File: config.mk
export PLATFORM = sky130hd
export DESIGN_NAME = sme_feeder_flat
export DESIGN_NICKNAME = d
export VERILOG_FILES = /design/src/rtl/sme_feeder_if.sv /design/src/rtl/sme_feeder.sv /design/src/flat_wrapper.sv
export SDC_FILE = /design/constraint.sdc
export NUM_CORES = 1
export LEC_CHECK = 0
export ABC_AREA = 1
export ABC_CLOCK_PERIOD_IN_PS = 4300
export BUFFER_PORTS_ARGS = -buffer_cell sky130_fd_sc_hd__buf_2
export CORE_ASPECT_RATIO = 0.6
export CORE_MARGIN = 2
export CORE_UTILIZATION = 60
export DETAILED_ROUTE_END_ITERATION = 7
export PLACE_DENSITY = 0.77
export SETUP_SLACK_MARGIN = 0.15
export SYNTH_ARGS = -nofsm -noshare
export SYNTH_HDL_FRONTEND = slang
export SYNTH_SLANG_ARGS = --single-unit
export TNS_END_PERCENT = 20
File: constraint.sdc
create_clock -name clk -period 4.3 [get_ports clk]
set_input_delay 0.43 -clock clk [delete_from_list [all_inputs] [get_ports clk]]
set_output_delay 0.43 -clock clk [all_outputs]
set_load 0.05 [all_outputs]
File: src/rtl/sme_feeder_if.sv
// Upstream byte-stream interface for sme_feeder.
//   in_valid : source has a byte
//   in_ready : feeder accepts a byte this cycle
//   in_data  : byte value
//   in_kind  : 0 = string record, 1 = pattern record (meaningful on first byte only)
//   in_last  : final byte of the record
// master modport = byte source, slave modport = feeder.
interface sme_feeder_if;
  logic       in_valid;
  logic       in_ready;
  logic [7:0] in_data;
  logic       in_kind;
  logic       in_last;

  modport master (output in_valid, output in_data, output in_kind, output in_last,
                  input in_ready);
  modport slave  (input in_valid, input in_data, input in_kind, input in_last,
                  output in_ready);
endinterface

File: src/rtl/sme_feeder.sv
// sme_feeder: buffers whole string/pattern records from a ready/valid byte stream and
// replays each one to the string-matching engine as a gap-free burst.
// Ports:
//   clk, reset        : clock (rising edge), asynchronous active-high reset
//   up                : upstream byte stream (slave side of sme_feeder_if)
//   chardata          : byte to SME, qualified by isstring / ispattern
//   isstring/ispattern: burst strobes, never both high
//   sme_valid         : SME result strobe, only honoured while waiting after a pattern
//   busy              : high whenever not collecting
//   err_ovf/err_nostr/err_tmo : single-cycle error pulses
module sme_feeder #(
  parameter int unsigned STR_MAX = 32,
  parameter int unsigned PAT_MAX = 8,
  parameter int unsigned TIMEOUT = 64
) (
  input  logic         clk,
  input  logic         reset,
  sme_feeder_if.slave  up,
  output logic [7:0]   chardata,
  output logic         isstring,
  output logic         ispattern,
  input  logic         sme_valid,
  output logic         busy,
  output logic         err_ovf,
  output logic         err_nostr,
  output logic         err_tmo
);

  localparam int unsigned IdxW  = 6;
  localparam int unsigned AddrW = $clog2(STR_MAX);
  localparam int unsigned TmoW  = $clog2(TIMEOUT);

  typedef enum logic [1:0] {StCollect, StPlay, StGap, StWaitRes} state_e;

  state_e          state_q, state_d;
  logic            kind_q, kind_d;
  logic [IdxW-1:0] len_q, len_d;
  logic [IdxW-1:0] idx_q, idx_d;
  logic            ovf_q, ovf_d;
  logic            has_str_q, has_str_d;
  logic [TmoW-1:0] cnt_q, cnt_d;
  logic [7:0]      chardata_q, chardata_d;
  logic            isstring_q, isstring_d;
  logic            ispattern_q, ispattern_d;
  logic            err_ovf_q, err_ovf_d;
  logic            err_nostr_q, err_nostr_d;
  logic [7:0]      buf_q [STR_MAX];
  logic            buf_we;

  logic            xfer, first, kind_eff, room, tmo_hit;
  logic [IdxW-1:0] max_len;

  // Kind is only sampled on the first byte; later bytes use the latched value.
  assign xfer     = up.in_valid && (state_q == StCollect);
  assign first    = (len_q == '0);
  assign kind_eff = first ? up.in_kind : kind_q;
  assign max_len  = kind_eff ? IdxW'(PAT_MAX) : IdxW'(STR_MAX);
  assign room     = (len_q < max_len);
  assign tmo_hit  = (cnt_q == TmoW'(TIMEOUT - 1));

  // State register
  always_ff @(posedge clk or posedge reset) begin
    if (reset) state_q <= StCollect;
    else       state_q <= state_d;
  end

  // Next-state logic
  always_comb begin
    state_d = state_q;
    unique case (state_q)
      StCollect: if (xfer && up.in_last && !(kind_eff && !has_str_q)) state_d = StPlay;
      StPlay:    if (idx_q >= len_q) state_d = StGap;
      StGap:     state_d = kind_q ? StWaitRes : StCollect;
      StWaitRes: if (sme_valid || tmo_hit) state_d = StCollect;
    endcase
  end

  // Output logic
  always_comb begin
    up.in_ready = (state_q == StCollect);
    busy        = (state_q != StCollect);
    // sme_valid wins over a coinciding timeout
    err_tmo     = (state_q == StWaitRes) && tmo_hit && !sme_valid;
  end

  // Datapath next-state
  always_comb begin
    kind_d      = kind_q;
    len_d       = len_q;
    idx_d       = idx_q;
    ovf_d       = ovf_q;
    has_str_d   = has_str_q;
    cnt_d       = cnt_q;
    chardata_d  = chardata_q;
    isstring_d  = isstring_q;
    ispattern_d = ispattern_q;
    err_ovf_d   = 1'b0;
    err_nostr_d = 1'b0;
    buf_we      = 1'b0;
    unique case (state_q)
      StCollect: begin
        if (xfer) begin
          if (first) kind_d = up.in_kind;
          // Bytes past the limit are accepted but dropped; length saturates.
          if (room) begin
            buf_we = 1'b1;
            len_d  = len_q + IdxW'(1);
          end else begin
            ovf_d = 1'b1;
          end
          if (up.in_last) begin
            if (kind_eff && !has_str_q) begin
              err_nostr_d = 1'b1;
              len_d       = '0;
              ovf_d       = 1'b0;
            end else begin
              // Preload byte 0 so the burst starts the cycle after in_last.
              err_ovf_d   = ovf_q || !room;
              chardata_d  = first ? up.in_data : buf_q[0];
              isstring_d  = !kind_eff;
              ispattern_d = kind_eff;
              idx_d       = IdxW'(1);
            end
          end
        end
      end
      StPlay: begin
        if (idx_q < len_q) begin
          chardata_d = buf_q[idx_q[AddrW-1:0]];
          idx_d      = idx_q + IdxW'(1);
        end else begin
          isstring_d  = 1'b0;
          ispattern_d = 1'b0;
          len_d       = '0;
          ovf_d       = 1'b0;
        end
      end
      StGap: begin
        if (!kind_q) has_str_d = 1'b1;
        cnt_d = '0;
      end
      StWaitRes: cnt_d = cnt_q + TmoW'(1);
    endcase
  end

  always_ff @(posedge clk or posedge reset) begin
    if (reset) begin
      kind_q      <= 1'b0;
      len_q       <= '0;
      idx_q       <= '0;
      ovf_q       <= 1'b0;
      has_str_q   <= 1'b0;
      cnt_q       <= '0;
      chardata_q  <= '0;
      isstring_q  <= 1'b0;
      ispattern_q <= 1'b0;
      err_ovf_q   <= 1'b0;
      err_nostr_q <= 1'b0;
    end else begin
      kind_q      <= kind_d;
      len_q       <= len_d;
      idx_q       <= idx_d;
      ovf_q       <= ovf_d;
      has_str_q   <= has_str_d;
      cnt_q       <= cnt_d;
      chardata_q  <= chardata_d;
      isstring_q  <= isstring_d;
      ispattern_q <= ispattern_d;
      err_ovf_q   <= err_ovf_d;
      err_nostr_q <= err_nostr_d;
    end
  end

  // Record storage needs no reset: len_q gates every read.
  always_ff @(posedge clk) begin
    if (buf_we) buf_q[len_q[AddrW-1:0]] <= up.in_data;
  end

  assign chardata  = chardata_q;
  assign isstring  = isstring_q;
  assign ispattern = ispattern_q;
  assign err_ovf   = err_ovf_q;
  assign err_nostr = err_nostr_q;

endmodule

File: src/flat_wrapper.sv
// flat-port wrapper written by rule: the top's interface ports become plain ports
module sme_feeder_flat 
#(
  parameter int unsigned STR_MAX = 32,
  parameter int unsigned PAT_MAX = 8,
  parameter int unsigned TIMEOUT = 64
)
  (clk, reset, chardata, isstring, ispattern, sme_valid, busy, err_ovf, err_nostr, err_tmo, up_in_valid, up_in_data, up_in_kind, up_in_last, up_in_ready);
  sme_feeder_if up_i ();
  input  logic clk;
  input  logic reset;
  output logic [7:0] chardata;
  output logic isstring;
  output logic ispattern;
  input  logic sme_valid;
  output logic busy;
  output logic err_ovf;
  output logic err_nostr;
  output logic err_tmo;
  input wire logic [$bits(up_i.in_valid)-1:0] up_in_valid;
  input wire logic [$bits(up_i.in_data)-1:0] up_in_data;
  input wire logic [$bits(up_i.in_kind)-1:0] up_in_kind;
  input wire logic [$bits(up_i.in_last)-1:0] up_in_last;
  output wire logic [$bits(up_i.in_ready)-1:0] up_in_ready;
  assign up_i.in_valid = up_in_valid;
  assign up_i.in_data = up_in_data;
  assign up_i.in_kind = up_in_kind;
  assign up_i.in_last = up_in_last;
  assign up_in_ready = up_i.in_ready;
  sme_feeder #(.STR_MAX(STR_MAX), .PAT_MAX(PAT_MAX), .TIMEOUT(TIMEOUT)) u_core (.clk(clk), .reset(reset), .up(up_i), .chardata(chardata), .isstring(isstring), .ispattern(ispattern), .sme_valid(sme_valid), .busy(busy), .err_ovf(err_ovf), .err_nostr(err_nostr), .err_tmo(err_tmo));
endmodule
; ---- Word level (Yosys, flattened, before mapping)
; Memory sizes are Yosys's and may differ from the RTL's.
; Cells that the tools add are included.
; W data, S select, Z words.
[word_totals]
register_bits = 35
input_bits = 14
memories = 1
ram_bits = 256
word_cells = 108
[classes]
magnitude_cmp = 3
n_addsub = 3
n_reduce_logical = 24
eq_ne = 12
n_mux = 52
bitwise_logic = 1
[mem_list]
columns = name, depth, width, read_ports, rd_ports_with_merged_regs, wr, line_no
row1 = u_core.buf_q, 32, 8, 2, 0, 1, sme_feeder.sv:47  ; logic [7:0] buf_q [STR_MAX];
[ops]
columns = op, count
row1 = $mux W6, 10
row2 = $mux W8, 5
row3 = $pmux W6 S2, 3
row4 = $mux W1, 25
row5 = $add A6 B1 Y6 const B, 3
row6 = $pmux W8 S2, 1
row7 = $lt A6 B6 Y1, 2
row8 = $ne A2 B1 Y1 const B, 5
row9 = $reduce_and A5 Y1, 2
row10 = $mux W2, 4
row11 = $pmux W2 S4, 1
row12 = $eq A6 B6 Y1 const B, 1
row13 = $ge A6 B6 Y1, 1
row14 = $logic_and A1 B1 Y1, 6
row15 = $logic_not A6 Y1, 1
row16 = $ne A2 B2 Y1 const B, 3
row17 = $pmux W1 S2, 3
row18 = $reduce_and A3 Y1, 2
row19 = $reduce_bool A2 Y1, 3
row20 = $logic_not A1 Y1, 5
row21 = $eq A2 B2 Y1 const B, 2
row22 = $reduce_and A2 Y1, 2
row23 = $eq A2 B1 Y1 const B, 1
row24 = $logic_not A2 Y1, 1
row25 = other kinds (2), 3

; ---- Logic depth before layout (Yosys ltp)
[logic_depth]
depth_word = 10
mapped_depth = 15
ltp_nobuf = 15

; ---- Worst setup path before layout
; Ideal clock, no wire load.
[synth_timing]
path_type = reg2reg
from = reg u_core.len_q[0]
to = mem u_core.buf_q[24][0] (enable)
period_less_slack_ps = 2806
slack_ps = 1494
setup_ps = 370
stages_incl_launch_ff = 14
arrival_ps = 2436
path_cell_list = dfrtp_1 -> inv_1 -> ha_1 -> inv_1 -> nor2_2 -> nand4_1 -> nand2_1 -> inv_2 -> ha_1 -> a21oi_4 -> inv_2 -> nor2_8 -> nand2_4 -> nor2_1
[synth_via]
elab_chain_len = 9
[synth_rtl]
columns = element, line_no
row1 = start: declaration, sme_feeder.sv:37  ; logic [IdxW-1:0] len_q, len_d;
row2 = start signal: assignment, sme_feeder.sv:161  ; len_q <= len_d;
row3 = $logic_not A6 Y1, sme_feeder.sv:55  ; assign first = (len_q == '0);
row4 = $mux W1, n/a
row5 = named net u_core.kind_eff, sme_feeder.sv:50  ; logic xfer, first, kind_eff, room, tmo_hit;
row6 = $mux W6, sme_feeder.sv:57  ; assign max_len = kind_eff ? IdxW'(PAT_MAX) : IdxW'(STR_MAX);
row7 = $lt A6 B6 Y1, sme_feeder.sv:58  ; assign room = (len_q < max_len);
row8 = $mux W1, sme_feeder.sv:105  ; if (room) begin
row9 = $mux W1, sme_feeder.sv:102  ; if (xfer) begin
row10 = $mux W1, sme_feeder.sv:100  ; unique case (state_q)
row11 = $mux W1, sme_feeder.sv:176  ; if (buf_we) buf_q[len_q[AddrW-1:0]] <= up.in_data;
row12 = $mux W1 (implied by the code), sme_feeder.sv:176
row13 = end: declaration, sme_feeder.sv:47
; The timed path passes the listed nets, and every way through them passes these cells.

; ---- Worst setup path after layout
[layout_timing]
from = reg u_core.len_q[0]
to = mem u_core.buf_q[17][4] (enable)
; The elaborated chain is that of the path after synthesis.

==> out/metrics.csv <==
stage,metric,value,unit
status,status,"complete, no violations",
timing,fin_skew,0.01117,ns
worst_setup_path,cp_slowest_cell,nor2_1,
timing,slew-limit-headroom,22.62,%
cells_and_area,final_cell_mix,"edfxtp_1, nor2_1, nand2_1",
timing,setup_viol,0,
pwr,p_leak,5.041,nW
yosys,syn_nets,1178,
drt,routed.top_layer,met4,
hold_path,holdCritPathClass,input pin to async pin,
placed_design,place_area,12840,sq um
drt,vias_per_cell,6.022,
pwr,p_per_area,650.6,nW/um^2
timing,tightest_slew,1.161,ns
cts,clock_sinks,291,
cts,h-tree-depth,1,
drt,met1_length,12.90,mm
cts,cts_root_buffer,clkbuf_16,
drt,met2_length,12.71,mm
timing,fmax,278.2,MHz
drt,wl_per_cell,20.93,um
cts,cts.path.max_buffers,3,
placed_design,place_inst,1403,
worst_setup_path,cp-start-kind,flip-flop,
worst_setup_path,regToRegSetupSlack,0.71,ns
timing,finalSetupTns,0,ns
placed_design,hpwl,18.92,mm
cells_and_area,layout.cells.non_filler,1447,
global_route,grt_pass1_wl,45.62,mm
drt,firstDrtPassIters,8,
job,drv_cap,0,
worst_setup_path,worstPathRequired,4.45,ns
worst_setup_path,critical-path-top-delay-family,simple AND/OR/NAND/NOR gates,
global_route,grt_overflow,0,
pwr,peakVddDrop,0.7278,mV
timing,rsz0062_at_grt,no,
cells_and_area,nets,1184,
cells_and_area,diodes,0,
placed_design,dp_slack,0.7809,ns
drt,detail-route-antenna-nets,0,
worst_setup_path,critPathBufInv,4,
floorplan,ioPinCount,29,
worst_setup_path,max_stage_delay,0.61,ns
floorplan,core_area,20270,sq um
worst_setup_path,cp-end-kind,flip-flop,
drt,post-route-drc-count,0,
yosys,synth_top_area_share,61.26,%
floorplan,die-area,22130,sq um
global_route,antenna_found_initial,0,
cells_and_area,final_cell_area,13670,sq um
cells_and_area,layout_commonest_cell,edfxtp_1,
placed_design,portBuffers,28,
yosys,syn_inst,1151,
global_route,grt_start_max_net_pins,134,
timing,period_share,83.60,%
yosys,netlist_top_cells_area,"edfxtp_1, dfrtp_1, nor2_1",
global_route,grt.total_usage,28.08,%
yosys,ys_warn_count,0,
worst_setup_path,worstRegToRegCells,14,
cts,insertion_delay,0.52,ns
global_route,grt_pass1_vias,7954,
floorplan,rows,40,
floorplan,start_util,61.91,%
cts,holdBufCountCts,0,
cells_and_area,syn_to_final_growth,8.943,%
timing,slew_viol_final,0,
worst_setup_path,critPathArrivalTime,3.75,ns
worst_setup_path,crit_path_cell_trace,inv_1 > ha_1 > inv_1 > nor2_2 > nand3_2 > nand2_1 > nand2_1 > inv_2 > ha_1 > a21oi_4 > inv_2 > nor2_8 > nand2_4 > nor2_1,
timing,layout_setup_ws,0.7052,ns
cells_and_area,final.fill_count,1476,
drt,wl,30.28,mm
yosys,ys_seq_area_share,68.24,%
cts,cts_tree,yes,
worst_setup_path,criticalPathCategory,flip-flop to flip-flop,
cells_and_area,layout-drive-gt1-share,9.114,%
cts,post_cts_resized,0,
yosys,synth_top_area_cell,edfxtp_1,
cts,clk_pin_slew,0.07,ns
floorplan,die_w,190.7,um
worst_setup_path,critPathMaxFanout,12,
yosys,syn_avg_cell_area,10.90,sq um
drt,vias,8714,
cts,cts_buffers,25,
worst_setup_path,worstReg2RegEnd,u_core.buf_q[17][4]$_DFFE_PP_,
yosys,ys_ff_latch,291,
cts,post_cts_buffers,0,
yosys,synthDistinctLibCells,36,
drt,drt_iter0_drc,1137,
timing,layout_min_cycle_time,3.595,ns
worst_setup_path,timing.rr.start,u_core.len_q[0]$_DFFE_PP0P_,
drt,wl_met3,4.163,mm
floorplan,die_h,116.0,um
yosys,syn_area,12550,sq um
timing,hold_viol_final,0,
placed_design,routabilityCongestion,0.9410,
==> power breakdown <==
part / total [mW] / internal, mW / switching (mW)
combinational: 3.11 / 0.825 / 2.28
sequential: 3.48 / 3.27 / 0.210
clock: 2.31 / 1.31 / 0.996
total: 8.89 / 5.41 / 3.49
==> registers in the layout (all words and copies together), names as in the netlist <==
name / count
u_core.isstring: 1
u_core.err_nostr: 1
u_core.buf_q: 256
u_core.len_q: 6
u_core.cnt_q: 6
u_core.ispattern: 1
u_core.err_ovf: 1
u_core.has_str_q: 1
u_core.kind_q: 1
u_core.ovf_q: 1
u_core.state_q: 2
u_core.idx_q: 6
u_core.chardata: 8
==> kinds of logic after synthesis <==
group | count (synthesis) | synth area share, %
compound gates | 164 | 6.969
mux | 1 | 0.1794
simple gates | 579 | 19.59
xor+xnor | 5 | 0.3489
flops | 291 | 68.24
fa+ha+maj | 13 | 1.296
buf+inv | 98 | 3.380
==> final cells by class <==
| class | instances | area (sq um) | area share [%] |
|---|---|---|---|
| sequential | 291 | 8568 | 62.67 |
| multi-input combinational | 762 | 3562 | 26.05 |
| clock buffer | 27 | 633.1 | 4.631 |
| tap | 273 | 341.6 | 2.498 |
| clock inverter | 17 | 202.7 | 1.483 |
| timing repair buffer | 33 | 190.2 | 1.391 |
| inverter | 44 | 173.9 | 1.272 |
==> cell usage after synthesis <==
cell and count:
dfrtp_1 35, inv_1 31, nor2_8 2, ha_1 13, buf_8 1, nor2_4 2, o21ai_2 5, nand2_2 1
o22ai_1 1, nor3_1 3, o21ai_1 10, buf_1 1, nor2_1 227, inv_4 1, o21bai_1 2, xor2_1 5
inv_6 1, nand4_1 4, buf_2 27, or2_2 1, inv_2 6, edfxtp_1 256, a21oi_4 1, buf_4 1
o21ai_0 101, clkbuf_1 24, nor2_2 3, nand2_1 209, clkinv_1 5, nand3_1 117, nand3_2 4, a21oi_1 37
nor4_1 1, o211ai_1 7, mux2i_4 1, nand2_4 5
==> tightest hold or removal path: cells and delay by family <==
kind,cells,cell delay (ns)
buffers and inverters,3,0.55
==> worst max-delay path by stage <==
| stage | startpoint | end | slack [ns] | cells after the start |
|---|---|---|---|---|
| finish | u_core.len_q[0]$_DFFE_PP0P_ | u_core.buf_q[17][4]$_DFFE_PP_ | 0.71 | 14 |
| global route | u_core.len_q[0]$_DFFE_PP0P_ | u_core.buf_q[17][5]$_DFFE_PP_ | 0.43 | 14 |
| CTS | u_core.len_q[0]$_DFFE_PP0P_ | u_core.buf_q[17][3]$_DFFE_PP_ | 0.76 | 14 |
| detailed placement | u_core.len_q[0]$_DFFE_PP0P_ | u_core.buf_q[17][3]$_DFFE_PP_ | 0.78 | 14 |
| global placement | u_core.len_q[0]$_DFFE_PP0P_ | u_core.buf_q[5][2]$_DFFE_PP_ | 0.96 | 14 |
| floorplan | u_core.len_q[0]$_DFFE_PP0P_ | u_core.buf_q[24][0]$_DFFE_PP_ | 1.49 | 13 |
==> routing by layer <==
metal,GRT usage [%],vias up
li1,-,3991
met1,43.10,4155
met2,40.07,529
met3,8.510,39
met4,5.581,0
met5,0,-
==> stage by stage <==
| step | util [%] | hold slack [ns] | total power, mW |
|---|---|---|---|
| 2_1_floorplan | - | 0.4583 | 5.712 |
| 3_3_place_gp | 63.33 | 0.4748 | 6.494 |
| 3_5_place_dp | 63.33 | 0.4791 | 6.538 |
| 4_1_cts | 67.45 | 0.02518 | 8.814 |
| 5_1_grt | 67.45 | 0.05537 | 9.334 |
| 6_report | 67.45 | 0.01532 | 8.894 |
Note: power is estimated with default switching activity, not from simulation.
